===== config.mk =====
export PLATFORM = sky130hd
export DESIGN_NAME = rat_ckpt_ctrl
export DESIGN_NICKNAME = d
export VERILOG_FILES = /design/src/rtl/rat_ckpt_ctrl.sv
export SDC_FILE = /design/constraint.sdc
export NUM_CORES = 1
export LEC_CHECK = 0
export CAP_MARGIN = 15
export CELL_PAD_IN_SITES_DETAIL_PLACEMENT = 0
export CELL_PAD_IN_SITES_GLOBAL_PLACEMENT = 1
export CORE_MARGIN = 3
export CORE_UTILIZATION = 47
export CTS_BUF_LIST = sky130_fd_sc_hd__clkbuf_4 sky130_fd_sc_hd__clkbuf_8
export DETAILED_ROUTE_END_ITERATION = 10
export PLACE_DENSITY_LB_ADDON = 0.1
export SLEW_MARGIN = 20
export SYNTH_ARGS = -nofsm -noshare
export SYNTH_HDL_FRONTEND = slang
export SYNTH_SLANG_ARGS = --single-unit

===== constraint.sdc =====
create_clock -name clk -period 4.1 [get_ports clk]
set_clock_uncertainty 0.15 [all_clocks]
set_input_delay 0.82 -clock clk [delete_from_list [all_inputs] [get_ports clk]]
set_output_delay 0.82 -clock clk [all_outputs]
set_load 0.02 [all_outputs]

===== src/rtl/rat_ckpt_ctrl.sv =====
// RAT checkpoint scheduler: circular allocation of shadow pages per in-flight branch,
// in-order retirement on correct resolve, squash of mispredicted and younger pages.
module rat_ckpt_ctrl #(
  parameter int PAGES  = 8,
  parameter int PAGE_W = 3
) (
  input  logic              clk,
  input  logic              reset,
  input  logic              br_dispatch,
  output logic              br_ready,
  output logic [PAGE_W-1:0] br_tag,
  input  logic              resolve_valid,
  input  logic [PAGE_W-1:0] resolve_tag,
  input  logic              resolve_mispredict,
  output logic              save_state,
  output logic [PAGE_W-1:0] save_page,
  output logic              restore_state,
  output logic [PAGE_W-1:0] restore_page,
  output logic              flush,
  output logic [PAGE_W:0]   used_count
);

  localparam logic [PAGE_W:0] FULL = PAGES[PAGE_W:0];

  logic [PAGE_W-1:0] r_head;
  logic [PAGE_W-1:0] r_tail;
  logic [PAGE_W:0]   r_count;
  logic [PAGES-1:0]  r_valid;
  logic [PAGES-1:0]  r_done;
  logic              r_save_state;
  logic [PAGE_W-1:0] r_save_page;
  logic              r_restore_state;
  logic [PAGE_W-1:0] r_restore_page;

  logic              w_tag_live;
  logic              w_mis;
  logic              w_cres;
  logic              w_ret;
  logic              w_accept;
  logic [PAGE_W-1:0] w_dist;
  logic [PAGE_W:0]   w_nclr;
  logic [PAGES-1:0]  w_kill;

  assign w_tag_live = r_valid[resolve_tag];
  assign w_mis      = resolve_valid & resolve_mispredict & w_tag_live;
  assign w_cres     = resolve_valid & ~resolve_mispredict & w_tag_live;
  assign w_ret      = r_valid[r_head] & (r_done[r_head] | (w_cres & (resolve_tag == r_head)));
  assign w_accept   = br_dispatch & br_ready;

  // Pages kept on a squash are head..T-1; everything from T onward up to the tail goes.
  assign w_dist = resolve_tag - r_head;
  assign w_nclr = r_count - {1'b0, w_dist};

  always_comb begin
    w_kill = '0;
    for (int i = 0; i < PAGES; i++) begin
      if ({1'b0, PAGE_W'(i) - resolve_tag} < w_nclr) begin
        w_kill[i] = 1'b1;
      end
    end
  end

  always_ff @(posedge clk or negedge reset) begin
    if (!reset) begin
      r_head          <= '0;
      r_tail          <= '0;
      r_count         <= '0;
      r_valid         <= '0;
      r_done          <= '0;
      r_save_state    <= 1'b0;
      r_save_page     <= '0;
      r_restore_state <= 1'b0;
      r_restore_page  <= '0;
    end else begin
      r_save_state    <= w_accept & ~w_mis;
      r_restore_state <= w_mis;
      if (w_accept && !w_mis) begin
        r_save_page <= r_tail;
      end
      if (w_mis) begin
        r_restore_page <= resolve_tag;
      end
      if (w_cres) begin
        r_done[resolve_tag] <= 1'b1;
      end
      if (w_mis) begin
        r_tail <= resolve_tag;
        // A head retiring alongside the squash collapses the window to empty at T.
        if (w_ret) begin
          r_head  <= resolve_tag;
          r_count <= '0;
          r_valid <= '0;
        end else begin
          r_count <= {1'b0, w_dist};
          r_valid <= r_valid & ~w_kill;
        end
      end else begin
        if (w_ret) begin
          r_valid[r_head] <= 1'b0;
          r_head          <= r_head + PAGE_W'(1);
        end
        if (w_accept) begin
          r_valid[r_tail] <= 1'b1;
          r_done[r_tail]  <= 1'b0;
          r_tail          <= r_tail + PAGE_W'(1);
        end
        r_count <= r_count + {{PAGE_W{1'b0}}, w_accept} - {{PAGE_W{1'b0}}, w_ret};
      end
    end
  end

  assign br_ready      = (r_count != FULL) & ~r_restore_state;
  assign br_tag        = r_tail;
  assign save_state    = r_save_state;
  assign save_page     = r_save_page;
  assign restore_state = r_restore_state;
  assign restore_page  = r_restore_page;
  assign flush         = r_restore_state;
  assign used_count    = r_count;

endmodule

==> results of run 1 <==
how the worst min path moves through the flow:
| stage | start | endpoint | slack [ps] |
|---|---|---|---|
| 3_3_place_gp | restore_page[1] | restore_page[1] | 310 |
| 3_5_place_dp | restore_page[0] | restore_page[0] | 320 |
| 6_report | restore_page[0] | restore_page[0] | 330 |
| 2_1_floorplan | r_done[0] | r_done[0] | 340 |
| 4_1_cts | restore_page[0] | restore_page[0] | 340 |
| 5_1_grt | save_page[1] | save_page[1] | 360 |
state kept, by name, indices dropped and copies added (netlist names):
name / cells
save_page: 3
save_state: 1
flush: 1
restore_page: 3
r_done: 8
r_head: 3
used_count: 4
r_valid: 8
br_tag: 3
cell usage after synthesis, types with 2 or more instances:
master / number / area share [%]
dfrtp_1: 34 / 32
ha_1: 32 / 15
nand2_1: 31 / 4.3
a21o_1: 7 / 2.0
inv_1: 24 / 3.3
buf_6: 4 / 1.7
xnor2_1: 3 / 0.98
mux2_2: 5 / 2.1
buf_4: 4 / 1.1
a41oi_1: 7 / 2.3
nor3_1: 6 / 1.1
a211oi_1: 2 / 0.56
mux2i_1: 11 / 4.1
o31ai_1: 2 / 0.56
nor2b_1: 8 / 1.9
o21ai_0: 8 / 1.5
nand4_1: 3 / 0.70
nor2_1: 8 / 1.1
o21a_1: 3 / 0.84
nand2b_1: 3 / 0.70
clkbuf_1: 5 / 0.70
a21oi_1: 10 / 1.9
buf_1: 2 / 0.28
nand4b_1: 3 / 0.98
o221ai_1: 9 / 2.9
a31oi_1: 3 / 0.70
mux4_2: 2 / 1.7
nor4b_2: 3 / 1.7
xor2_1: 6 / 2.0
fa_1: 3 / 2.2
logic make-up after synthesis:
kind of cell	share of synthesized area, %
xor gates and xnor gates	2.93
muxes	7.86
and+or+nand+nor	15.2
buffers and inverters	7.30
AOI/OAI and AO/OA	18.0
adders and majority gates	17.1
DFF	31.6
per-stage QoR:
step	hold slack [ps]	util, %	setup TNS [ps]	instances	setup WS, ps
after floorplan	337	-	0	271	507
after global placement	313	57.1	-19.3	367	-15.0
after detailed placement	319	57.1	-194	367	-107
after CTS	338	58.9	0	375	220
after global routing	364	59.1	0	375	202
final	332	59.1	0	375	407
critical path, delay by kind of cell:
kind | cells | cell delay, ps
simple gates | 4 | 670
compound gates | 2 | 200
fa+ha+maj | 4 | 1080
xor+xnor | 1 | 130
buf+inv | 4 | 790
final cells by class:
| class | count | area share, % |
|---|---|---|
| Clock buffer | 6 | 2.62 |
| Clock inverter | 2 | 0.397 |
| Inverter | 24 | 2.86 |
| Multi-Input combinational cell | 197 | 52.4 |
| Sequential cell | 34 | 27.0 |
| Tap cell | 70 | 2.78 |
| Timing Repair Buffer | 42 | 11.9 |
per-layer routing:
| metal | global-route usage, % | wire length [um] | vias to the layer above |
|---|---|---|---|
| met2 | 36.6 | 3170 | 51 |
| met5 | 0 | 0 | - |
| li1 | - | - | 1037 |
| met1 | 32.8 | 3140 | 1027 |
| met3 | 4.06 | 279 | 3 |
| met4 | 2.49 | 30 | 0 |
timing repair:
action                     in CTS  in global routing
buffers inserted                0                  0
resized for setup               0                  1
setup endpoints to repair       0                  1
==> implementation parameters, run 1 <==
Parameter                              Value

Route
  Number of remaining DRC errors    0
  Final WL    6.62 mm
  Count of nets left with antenna violations after detail routing    0
  DR pass1 iterations    4
  Routed vias    2118
  Per-cell routed wire length    17.6 um
  Iteration-0 DRC Markers    128
  Post-detailed-route via-to-cell ratio    5.65

Critical path
  Launching element type of the critical path    input port
  Top fanout value on the critical path    10
  Worst setup path startpoint    resolve_tag[1]
  Worst reg2reg setup slack    850 ps
  Slowest cell on the critical path    clkdlybuf4s50_1
  Type of the worst setup path    input port to flip-flop
  Termination of the worst setup path    used_count[2]
  Arrival @ worst endpoint    3710 ps
  Most numerous cell on the critical path    ha_1
  Worst reg2reg path startpoint    r_head[0]
  Delay of the slowest critical-path stage    470 ps
  CP required    4120 ps
  Nature of the critical path endpoint    flip-flop
  Destination of the worst register-to-register timing path    r_valid[7]
  Ordered list of cells on the worst path    clkdlybuf4s50_1, buf_4, ha_1, nand2_1, nor3_1, a31oi_4, nor2_2, ha_1, inv_1, ha_1, inv_1, fa_1, xnor2_1, nand2_1, o31ai_1
  Depth of the most critical reg-to-reg path    9

Placement
  Routability cong.    0.838
  Detailed placer's ending HPWL    5.15 mm
  Post-placement cell area    3050 um2
  Count of buffers inserted at the top-level ports    24

Timing
  Measured slew at the worst slew-check pin    534 ps
  Min Tclk post-route    3690 ps
  Total count of hold-check failures in the final report    0
  Post-route clock period utilization    90.1%
  Maximum clock rate    271 MHz
  Finish-stage setup viols    0
  Worst max-slew margin expressed relative to the limit    64.1%
  RSZ-0062 raised after global routing    no
  Number of max-slew violations in the final report    0

Finish
  Commonest non-fill, non-tap cells in the layout    dfrtp_1 (34), ha_1 (32), nand2_1 (31), inv_1 (24), clkdlybuf4s50_1 (24)
  Leading cell type in the layout, fill and taps excluded    dfrtp_1
  Finished Cell Area    3150 um2
  Diodes inserted    0
  Fraction of layout instances using a drive strength above 1    14.8%
  Area taken by multi-input logic gates    1650 um2
  Number of nets in the layout    347
  Number of fillers in the final layout    503
  Relative area change from synthesis to final layout    17.1%
  Footprint of the flip-flops and latches    851 um2

Floorplanning
  Placement Rows    26
  Placeable core region    5340 um2
  Width of the chip    81.7 um
  Overall die height    81.7 um
  Die Outline Area    6670 um2
  Count of boundary I/O pins    25
  Starting density of the core    50.4%

Logic synthesis
  Sequential cell area fraction in the yosys report    31.6%
  Register bit count reported by yosys    34
  Fraction of synthesis flops using an asynchronous set or reset pin    100%
  Number of cells produced by synthesis    271
  Mean instance size in the synthesized netlist    9.93 um2
  Synth warnings    0
  Count of different cell masters after synthesis    50
  Count of flip-flops with a built-in enable after synthesis    0
  Ys flop type    dfrtp_1
  Total nets after synthesis    314
  Area of the mapped netlist    2690 um2

Global routing
  Initial antenna violation count    0
  Largest net degree at the start of global routing    35
  Global-route wire length before repair    11.4 mm
  Vias in the first global route    2161
  Aggregate global-route resource usage    22.7%
  Sum of overflow across all layers after global routing    0

CTS
  Maximum clock insertion buffer count    2
  TritonCTS clock tree    built
  Clock latency at the later pin of the worst-skew pair    290 ps
  Clock buffer count from CTS    5
  CTS sink cnt    34
  Number of buffers added to fix hold violations after cts    0
  Clock root cell    clkbuf_8
  Clock-pin slew of the registers on the worst-case setup and hold paths    70 ps
  Number of H-tree levels    2

Hold path
  Hold depth    2
  HP Class    flip-flop to flip-flop

Run
  Number of maximum-capacitance violations    0

Status
  Status    completed
Power of run 1 is left out: the tool's default activity adds up to more than one toggle a clock period on the data nets, which glitch-free logic cannot reach.
==> run 2, diff against run 1 <==
Settings changed: CTS_CLUSTER_SIZE from default to 20.
==> results of run 2 <==
Final layout, timing and power as in run 1 (identical DEF).
Power of run 2 is left out for the same reason.
==> run 3, diff against run 2 <==
Settings changed: PLACE_DENSITY from default to 0.94, PLACE_DENSITY_LB_ADDON 0.1 to default.
==> run 3 against run 2 <==
Effect of this change: final cell count fell by 0.53%; first-iteration DRC count up 8.6%; via count is 2.7% higher; die area did not move; sequential share of layout area fell by 0.21 points; cell area is 0.79% higher; global-route usage down 0.86 points; critical path type unchanged.
==> implementation parameters, run 3 (synthesis results as in run 1) <==
Parameter                              Value

Status
  Status    completed

Floorplanning
  Die Outline Area    6670 um2 (unchanged)
  Placement Rows    26 (unchanged)
  Count of boundary I/O pins    25 (unchanged)
  Placeable core region    5340 um2 (unchanged)
  Starting density of the core    50.4% (unchanged)
  Overall die height    81.7 um (unchanged)
  Width of the chip    81.7 um (unchanged)

Route
  Final WL    6.54 mm (-1.1%)
  Post-detailed-route via-to-cell ratio    5.83 (+3.2%)
  Routed vias    2175 (+2.7%)
  Iteration-0 DRC Markers    139 (+8.6%)
  Number of remaining DRC errors    0 (unchanged)
  Count of nets left with antenna violations after detail routing    0 (unchanged)
  DR pass1 iterations    4 (unchanged)
  Per-cell routed wire length    17.5 um (-0.62%)

Hold path
  Hold-critical path endpoint    restore_page[1]
  Hold depth    2 (unchanged)
  HP Class    flip-flop to flip-flop
  Hold Path Origin    restore_page[1]

Timing
  Worst max-slew margin expressed relative to the limit    51.1% (-13 points)
  Final worst slack    231 ps (-177 ps)
  RSZ-0062 raised after global routing    no
  Total count of hold-check failures in the final report    0 (unchanged)
  Maximum clock rate    258 MHz (-4.6%)
  Post-route clock period utilization    94.4% (+4.3 points)
  Min Hold Slack    334 ps (+1.39 ps)
  Aggregate negative setup slack    0 ps (unchanged)
  Measured slew at the worst slew-check pin    731 ps (+196 ps)
  Min Tclk post-route    3870 ps (+177 ps)
  Number of max-slew violations in the final report    0 (unchanged)
  Finish-stage setup viols    0 (unchanged)

Critical path
  Buffers & Inverters on Critical Path    3 (-1)
  Depth of the most critical reg-to-reg path    9 (unchanged)
  Worst reg2reg path startpoint    r_head[0]
  Destination of the worst register-to-register timing path    r_valid[7]
  Delay of the slowest critical-path stage    600 ps (+130 ps)
  Arrival @ worst endpoint    3870 ps (+160 ps)
  Ordered list of cells on the worst path    clkdlybuf4s50_1, inv_1, ha_1, inv_1, fa_1, fa_1, xor2_1, ha_1, nor2b_1, o21ai_0, o221ai_1
  Worst reg2reg setup slack    650 ps (-200 ps)
  Launching element type of the critical path    input port
  CP required    4100 ps (-20 ps)
  Type of the worst setup path    input port to flip-flop
  Top fanout value on the critical path    9 (-1)
  CP delay by family, top    adder cells
  Nature of the critical path endpoint    flip-flop
  Slowest cell on the critical path    xor2_1

CTS
  Clock root cell    clkbuf_8
  Clock-pin slew of the registers on the worst-case setup and hold paths    70 ps (about the same)
  Maximum clock insertion buffer count    2 (unchanged)
  Count of instances resized after the clock tree is built    0 (unchanged)
  Number of buffers added to fix hold violations after cts    0 (unchanged)
  CTS sink cnt    34 (unchanged)
  TritonCTS clock tree    built
  Clock buffer count from CTS    5 (unchanged)
  Clock latency at the later pin of the worst-skew pair    290 ps (about the same)
  Number of H-tree levels    2 (unchanged)
  Post CTS Setup Buffer Count    0 (unchanged)

Global routing
  Global-route wire length before repair    10.9 mm (-5.1%)
  Aggregate global-route resource usage    21.8% (-0.86 points)
  Initial antenna violation count    0 (unchanged)
  Vias in the first global route    2193 (+1.5%)
  Sum of overflow across all layers after global routing    0 (unchanged)
  Largest net degree at the start of global routing    35 (unchanged)

Finish
  Fraction of layout instances using a drive strength above 1    13.9% (-0.89 points)
  Commonest non-fill, non-tap cells in the layout    dfrtp_1 (34), ha_1 (32), nand2_1 (31), inv_1 (24), clkdlybuf4s50_1 (24)
  Diodes inserted    0 (unchanged)
  Number of fillers in the final layout    465 (-7.6%)
  Finished Cell Area    3180 um2 (+0.79%)
  Relative area change from synthesis to final layout    18.0%
  Number of nets in the layout    345 (-0.58%)
  Leading cell type in the layout, fill and taps excluded    dfrtp_1

Placement
  Post-placement cell area    3030 um2 (-0.49%)
  Post-place setup slack    -70.2 ps (+36.8 ps)
  Detailed placer's ending HPWL    5.00 mm (-2.8%)
  Routability cong.    0.901 (+7.4%)
  Count of buffers inserted at the top-level ports    24 (unchanged)

Run
  Number of maximum-capacitance violations    0 (unchanged)
==> run 3: cell types whose count changed in the layout (fill, tap and decap cells not counted) <==
| cell | change |
|---|---|
| bufinv_16 | +2 |
| xor2_1 | +1 |
| xor2_2 | -1 |
| clkinvlp_4 | -1 |
| clkinv_2 | -1 |
| buf_4 | -2 |
==> run 3: layer usage <==
metal,global-route usage (%),vias up,wire (um)
met3,4.82,24,382
met4,12.1,0,263
li1,-,1039,-
met5,0,-,0
met1,28.3,1045,2860
met2,33.6,67,3040
==> run 3: stage by stage <==
step | std cells | utilization (%)
after floorplan | 271 | -
after global placement | 365 | 56.8
after detailed placement | 365 | 56.8
after CTS | 373 | 59.5
after global routing | 373 | 59.5
final | 373 | 59.5
==> run 3: worst max-delay path by stage <==
stage | from | to | slack, ps | cells after the start
global route | resolve_tag[0] | r_valid[7] | 3 | 11
floorplan | resolve_tag[0] | r_valid[7] | 510 | 11
detailed placement | resolve_tag[0] | r_valid[7] | -70 | 11
finish | resolve_tag[0] | r_valid[7] | 230 | 11
global placement | resolve_tag[0] | r_valid[7] | 20 | 11
CTS | resolve_tag[0] | r_valid[7] | 220 | 11
==> run 3: worst reg2reg max path: stages (launching register included) <==
cell      delay [ps]
dfrtp_1          590
ha_1             220
inv_1             50
fa_1             500
fa_1             440
xor2_1           600
ha_1             360
nor2b_1          120
o21ai_0          140
o221ai_1         130
==> run 3: cell type report <==
class,count,area [um2],share of cell area [%]
clock inverter,2,60.1,1.89
clock buffer,6,82.6,2.60
sequential,34,851,26.8
tap,70,87.6,2.76
multi-input combinational,197,1640,51.8
timing repair buffer,40,360,11.3
inverter,24,90.1,2.84
Power of run 3 is left out for the same reason.
